$ cat config.mk
export PLATFORM = sky130hd
export DESIGN_NAME = ball_collision_check
export DESIGN_NICKNAME = d
export VERILOG_FILES = /design/src/rtl/labyrinth_pkg.sv /design/src/rtl/tile_classify.sv /design/src/rtl/ball_collision_check.sv
export SDC_FILE = /design/constraint.sdc
export NUM_CORES = 1
export LEC_CHECK = 0
export CAP_MARGIN = 20
export CORE_MARGIN = 2
export CORE_UTILIZATION = 47
export CTS_CLUSTER_SIZE = 24
export DETAILED_ROUTE_END_ITERATION = 16
export PLACE_DENSITY = 0.82
export SYNTH_ARGS = -nofsm -noshare
export SYNTH_HDL_FRONTEND = slang
export SYNTH_HIERARCHICAL = 1
export SYNTH_SLANG_ARGS = --single-unit
$ cat constraint.sdc
create_clock -name clk -period 3.2 [get_ports clk]
set_input_delay 0.8 -clock clk [delete_from_list [all_inputs] [get_ports clk]]
set_output_delay 0.8 -clock clk [all_outputs]
set_load 0.01 [all_outputs]
$ cat src/rtl/labyrinth_pkg.sv
// Shared labyrinth definitions: map tile codes and the collision-check FSM state encoding.
package labyrinth_pkg;

    typedef enum logic [1:0] {
        TILE_OPEN = 2'd0,
        TILE_WALL = 2'd1,
        TILE_HOLE = 2'd2,
        TILE_GOAL = 2'd3
    } tile_t;

    typedef enum logic [2:0] {
        IDLE,
        RD_XY,
        EV_XY,
        RD_X,
        EV_X,
        RD_Y,
        EV_Y,
        DONE
    } state_t;

endpackage

$ cat src/rtl/tile_classify.sv
// Combinational map-bounds test plus tile decode for one candidate cell.
module tile_classify
    import labyrinth_pkg::*;
#(
    parameter int COORD_WIDTH = 8,
    parameter int MAP_W       = 160,
    parameter int MAP_H       = 120
) (
    input  logic [COORD_WIDTH-1:0] cand_x,
    input  logic [COORD_WIDTH-1:0] cand_y,
    input  logic [1:0]             tile,
    output logic                   x_in,
    output logic                   y_in,
    output logic [1:0]             cls
);

    localparam logic [COORD_WIDTH:0] X_LIM = (COORD_WIDTH+1)'(MAP_W);
    localparam logic [COORD_WIDTH:0] Y_LIM = (COORD_WIDTH+1)'(MAP_H);

    assign x_in = {1'b0, cand_x} < X_LIM;
    assign y_in = {1'b0, cand_y} < Y_LIM;

    // Off-map cells behave as walls regardless of what the ROM returns.
    assign cls = (x_in && y_in) ? tile : TILE_WALL;

endmodule

$ cat src/rtl/ball_collision_check.sv
// Resolves a proposed ball move against an external map ROM: commit, slide along a wall,
// stop at a wall, or respawn after a hole.
module ball_collision_check
    import labyrinth_pkg::*;
#(
    parameter int COORD_WIDTH = 8,
    parameter int MAP_W       = 160,
    parameter int MAP_H       = 120,
    parameter int START_X     = 1,
    parameter int START_Y     = 1
) (
    input  logic                     clk,
    input  logic                     reset,
    input  logic                     req_valid,
    input  logic [COORD_WIDTH-1:0]   req_x,
    input  logic [COORD_WIDTH-1:0]   req_y,
    output logic                     req_ready,
    output logic [2*COORD_WIDTH-1:0] map_addr,
    input  logic [1:0]               map_data,
    output logic [COORD_WIDTH-1:0]   x_out,
    output logic [COORD_WIDTH-1:0]   y_out,
    output logic                     done,
    output logic                     hit_wall,
    output logic                     fell_hole,
    output logic                     at_goal,
    output logic [2:0]               state_dbg
);

    // Handshake: a request transfers on a rising edge with req_valid && req_ready; req_ready is
    // high only in IDLE, and a request seen while busy is dropped (upstream re-proposes every tick).

    localparam logic [COORD_WIDTH-1:0] START_XC = COORD_WIDTH'(START_X);
    localparam logic [COORD_WIDTH-1:0] START_YC = COORD_WIDTH'(START_Y);

    state_t state, state_n;
    logic [COORD_WIDTH-1:0] tx, ty, tgt_x, tgt_y, cand_x, cand_y, commit_x, commit_y;
    logic [2*COORD_WIDTH-1:0] addr_n;
    logic x_in, y_in, y_try_ok, diag;
    logic [1:0] cls;
    logic accept, load_addr, commit, set_hit, set_hole, set_goal;

    assign req_ready = (state == IDLE);
    assign done      = (state == DONE);
    assign state_dbg = state;

    // In IDLE the live request is the target; afterwards the latched copy is used.
    always_comb begin
        tgt_x  = tx;
        tgt_y  = ty;
        if (state == IDLE) begin
            tgt_x = req_x;
            tgt_y = req_y;
        end
        cand_x = tgt_x;
        cand_y = tgt_y;
        if (state == RD_X || state == EV_X) cand_y = y_out;
        if (state == RD_Y || state == EV_Y) cand_x = x_out;
    end

    assign diag = (tgt_x != x_out) && (tgt_y != y_out);

    tile_classify #(
        .COORD_WIDTH(COORD_WIDTH),
        .MAP_W      (MAP_W),
        .MAP_H      (MAP_H)
    ) u_classify (
        .cand_x(cand_x),
        .cand_y(cand_y),
        .tile  (map_data),
        .x_in  (x_in),
        .y_in  (y_in),
        .cls   (cls)
    );

    always_ff @(posedge clk or negedge reset) begin
        if (!reset) state <= IDLE;
        else        state <= state_n;
    end

    always_comb begin
        state_n   = state;
        accept    = 1'b0;
        load_addr = 1'b0;
        addr_n    = '0;
        commit    = 1'b0;
        commit_x  = cand_x;
        commit_y  = cand_y;
        set_hit   = 1'b0;
        set_hole  = 1'b0;
        set_goal  = 1'b0;
        case (state)
            IDLE: begin
                if (req_valid) begin
                    accept = 1'b1;
                    if (req_x == x_out && req_y == y_out) begin
                        state_n = DONE;
                    end else if (x_in && y_in) begin
                        state_n   = RD_XY;
                        load_addr = 1'b1;
                        addr_n    = {req_y, req_x};
                    end else if (diag && x_in) begin
                        state_n   = RD_X;
                        load_addr = 1'b1;
                        addr_n    = {y_out, req_x};
                    end else if (diag && y_in) begin
                        state_n   = RD_Y;
                        load_addr = 1'b1;
                        addr_n    = {req_y, x_out};
                    end else begin
                        state_n = DONE;
                        set_hit = 1'b1;
                    end
                end
            end
            RD_XY: state_n = EV_XY;
            RD_X:  state_n = EV_X;
            RD_Y:  state_n = EV_Y;
            EV_XY, EV_X, EV_Y: begin
                state_n = DONE;
                if (cls == TILE_WALL) begin
                    if (state == EV_XY && diag) begin
                        state_n   = RD_X;
                        load_addr = 1'b1;
                        addr_n    = {y_out, tx};
                    end else if (state == EV_X && y_try_ok) begin
                        state_n   = RD_Y;
                        load_addr = 1'b1;
                        addr_n    = {ty, x_out};
                    end else begin
                        set_hit = 1'b1;
                    end
                end else begin
                    commit = 1'b1;
                    if (cls == TILE_HOLE) begin
                        set_hole = 1'b1;
                        commit_x = START_XC;
                        commit_y = START_YC;
                    end
                    if (cls == TILE_GOAL) set_goal = 1'b1;
                end
            end
            DONE:    state_n = IDLE;
            default: state_n = IDLE;
        endcase
    end

    always_ff @(posedge clk or negedge reset) begin
        if (!reset) begin
            tx        <= '0;
            ty        <= '0;
            y_try_ok  <= 1'b0;
            map_addr  <= '0;
            x_out     <= START_XC;
            y_out     <= START_YC;
            hit_wall  <= 1'b0;
            fell_hole <= 1'b0;
            at_goal   <= 1'b0;
        end else begin
            if (accept) begin
                tx        <= req_x;
                ty        <= req_y;
                y_try_ok  <= y_in;
                hit_wall  <= 1'b0;
                fell_hole <= 1'b0;
            end
            if (load_addr) map_addr <= addr_n;
            if (set_hit)   hit_wall <= 1'b1;
            if (commit) begin
                x_out <= commit_x;
                y_out <= commit_y;
            end
            if (set_hole) begin
                fell_hole <= 1'b1;
                at_goal   <= 1'b0;
            end
            if (set_goal) at_goal <= 1'b1;
        end
    end

endmodule
==> results by group <==
Critical path
  • Worst setup SP type: input pin
  • Crit path capture: map_addr[12]
  • Cells on worst reg2reg path: 10
  • Worst path required time: about 3.4 ns
  • CP max FO: 5
  • Worst setup startpoint: req_y[5]
  • Arrival time worst endpoint: 3.34 ns
  • Worst Path Class, Setup: in -> reg
  • Worst R2R Start: state_dbg[1]
  • R2R Setup Slk: approximately 0.067 ns
  • Worst R2R End: map_addr[10]
  • Endpoint class of the critical path: flop

STA
  • Final setup fails: 0
  • Achievable clock frequency: 0.319 GHz
  • Unrepaired setup endpoints after global routing: yes
  • Slew HR: 53.6%
  • Skew final: roughly 0.0097 ns
  • Setup TNS: 0 ns
  • Final hold violations: 0
  • Period minus WS final: 3.13 ns
  • Slew Limit Fails: 0
  • Hold WS: about 0.51 ns
  • Tcrit/Tclk final: between 90% and 100%
  • Tightest Pin Transition: roughly 0.70 ns

Global route
  • Largest net degree at the start of global routing: 29
  • Antenna violations before repair: 0
  • Vias in the first global route: between 4000 and 5000
  • Overflow after GRT: 0
  • Total track usage: between 30 and 40%
  • Global-route wire length before repair: 20.8 mm

Pwr
  • Pwr dens: around 1100 mW/mm^2
  • Static Leakage: between 2 and 2.5 nW
  • Comb pwr share: between 60% and 70%
  • Total Power: 0.00577 W
  • Switching power: 0.00265 W
  • Sequential share of power: around a quarter
  • P_int: between 0.003 and 0.004 W
  • Clock share of power: between 6 and 7%
  • Switching Fraction: 46.0%
  • Max VDD drop: 777 uV

Cells and area
  • Area Overhead vs Synth: 39.6%
  • Antenna Cells: 0
  • Share of post-route cells with drive strength above 1: 27.8%
  • Nets@finish: ~600
  • Fill count: roughly 690
  • Post-Layout Inst Area: between 0.005 and 0.006 sq mm
  • Layout Utilization: between 60 and 70%

Die
  • Starting Density: 47.8%
  • Die area: 0.00897 sq mm
  • Row cnt: 33
  • Die Ht: ~95 microns
  • Core ar.: approximately 0.008 sq mm
  • Io pins: 61
  • Die width: approximately 95 microns

CTS
  • Num CTS Buffers: 5
  • H-tree depth: 2
  • CTS Hold Buffers Added: 0
  • CTS root buffer: clkbuf_8
  • CTS Sinks: 55
  • CTS tree: done
  • Maximum root-to-sink buffer count: 2
  • Clk_lat worst skew: roughly 0.32 ns
  • Clk slew on worst S/H paths: roughly 0.1 ns

Yosys
  • Post-synth top flop: dfrtp_1
  • Top cell type by total area after synthesis: dfrtp_1
  • Ys async rst share: between 90% and 100%
  • Mapped Cells: 445
  • Post-synth net total: 466
  • Post-synth EDFFs: 0
  • Synth Area per Inst: 8.69 sq um
  • Yosys top cell area share: about a third
  • Sequential share of the synthesized area: between 30% and 40%
  • Yosys Warn Count: 6
  • Distinct cells, synth: between 50 and 60
  • Post-Syn Area: roughly 0.0039 sq mm
  • Ranking of synthesized cells by area: dfrtp_1 (34%), a22o_1 (5.4%), nand2_1 (5.0%)
  • Yosys reg bits: between 50 and 60

Outcome
  • Outcome: completed

Detailed routing
  • Routed wire length per instance: 20.1 microns
  • Vias per cell: roughly 6.3
  • Routed vias: between 4000 and 5000
  • Antenna Nets Post-Route: 0
  • Drt initial violations: between 300 and 400
  • Drt first pass iters: 5
  • Residual DRC: 0
  • Drt total wl: about 14 mm

Place
  • Post-DP HPWL: 10.1 mm
  • Placer Congestion: 1.03
  • Post-Place Cell Area: a little over 0.005 sq mm
  • Port Buffer Count: 60

Worst hold path
  • HP Class: in -> async

Job
  • MaxCap Viol Count: 0
-- registers in the layout (all words and copies together) (netlist names), 3 cells and up --
name / cells
map_addr: 16
tx: 8
ty: 8
x_out: 8
y_out: 8
state_dbg: 3
-- power groups by stage --
stage	combinational, W	sequential [W]	clock (W)
6_report	0.00393	0.00145	0.000392
5_1_grt	0.00421	0.00148	0.000426
4_1_cts	0.00368	0.00144	0.000402
3_5_place_dp	0.00360	0.00144	0
3_3_place_gp	0.00349	0.00143	0
2_1_floorplan	0.00211	0.00136	0
-- cell usage in the layout (no fill, tap or decap), drive strengths merged, types with 6 or more instances in the layout --
cell type / n
o22ai: 21
nor4: 7
o21ai: 27
xor2: 21
dfrtp: 53
clkdlybuf4s50: 50
dlymetal6s2s: 8
a22o: 24
clkbuf: 7
a221o: 14
a21oi: 33
inv: 21
nand2: 52
buf: 96
mux2i: 9
nand3: 7
nor2b: 6
mux2: 17
nor2: 35
a32oi: 6
-- timing repair --
action	CTS	global route
pin swaps	2	16
setup endpoints to repair	32	33
cloned	0	0
gates resized for setup	13	34
buffers inserted	0	6
-- through the flow --
step | std cells | worst slack, ns
CTS | 671 | 0.000663
finish | 677 | 0.0666
global route | 677 | -0.0296
detailed placement | 663 | -0.539
global placement | 663 | -0.454
floorplan | 445 | 0.0201
-- Yosys cell counts, types with 2 or more instances --
master    instances
o221ai_1          3
a221o_1          14
o32ai_1           2
a21oi_4           3
o21ai_0          19
and2_1            4
nand3b_1          2
nor4_1            7
inv_2             2
nand4_1           2
a22oi_1           3
o22a_1            5
nor2_1           35
nor3_1            2
xor2_1           21
mux2i_1           9
o22ai_1          21
a211oi_2          2
inv_1            19
nand3_1           7
a32oi_1           6
buf_6             5
and3_1            5
xnor2_1           3
o21ai_1           8
dfrtp_1          53
nor2b_1           6
mux2_2           17
nand2_1          52
a21oi_1          30
a22o_1           24
a32o_1            3
clkbuf_1         21
buf_1             5
dfstp_2           2
buf_2             4
o31ai_1           2
-- routing by layer --
| layer | wire [microns] | vias to the layer above | GRT usage [%] |
|---|---|---|---|
| met4 | 444 | 0 | 12.2 |
| met1 | 5340 | 2095 | 36.5 |
| li1 | - | 1893 | - |
| met3 | 795 | 42 | 3.67 |
| met5 | 0 | - | 0 |
| met2 | 7000 | 208 | 55.2 |
-- cell families after synthesis --
| family | synth area share (%) |
|---|---|
| buf+inv | 6.73 |
| mux | 7.28 |
| simple gates | 15.6 |
| flops | 35.7 |
| xor+xnor | 5.44 |
| compound gates | 29.3 |
-- worst max-delay path, stage by stage --
cell	delay [ns]
clkdlybuf4s50_1	0.42
o22a_1	0.20
o22ai_2	0.14
a21oi_2	0.07
a41oi_2	0.25
and3_4	0.25
nand2b_4	0.13
nor2_2	0.06
nand2_2	0.10
a21boi_2	0.16
buf_4	0.14
nor2_1	0.04
a32oi_1	0.20
o21ai_1	0.11
mux2_4	0.27
-- worst min-delay path by stage --
stage	end	slack [ns]	start	cells past startpoint
after floorplan	y_try_ok	0.46	y_try_ok	2
after global placement	fell_hole	0.47	fell_hole	2
after detailed placement	fell_hole	0.49	fell_hole	2
after CTS	fell_hole	0.51	fell_hole	2
after global routing	map_addr[8]	0.54	map_addr[8]	1
final	x_out[2]	0.51	reset	1
-- cell type report --
cell class	count	area, sq um	share of cell area, %
clock buffer	7	76.3	1.41
sequential	55	1380	25.6
inverter	21	83.8	1.55
multi-input combinational	333	2370	43.9
timing repair buffer	155	1350	25.0
clock inverter	1	5.00	0.0927
tap	105	131	2.43
Note: power is estimated with default switching activity, not from simulation.
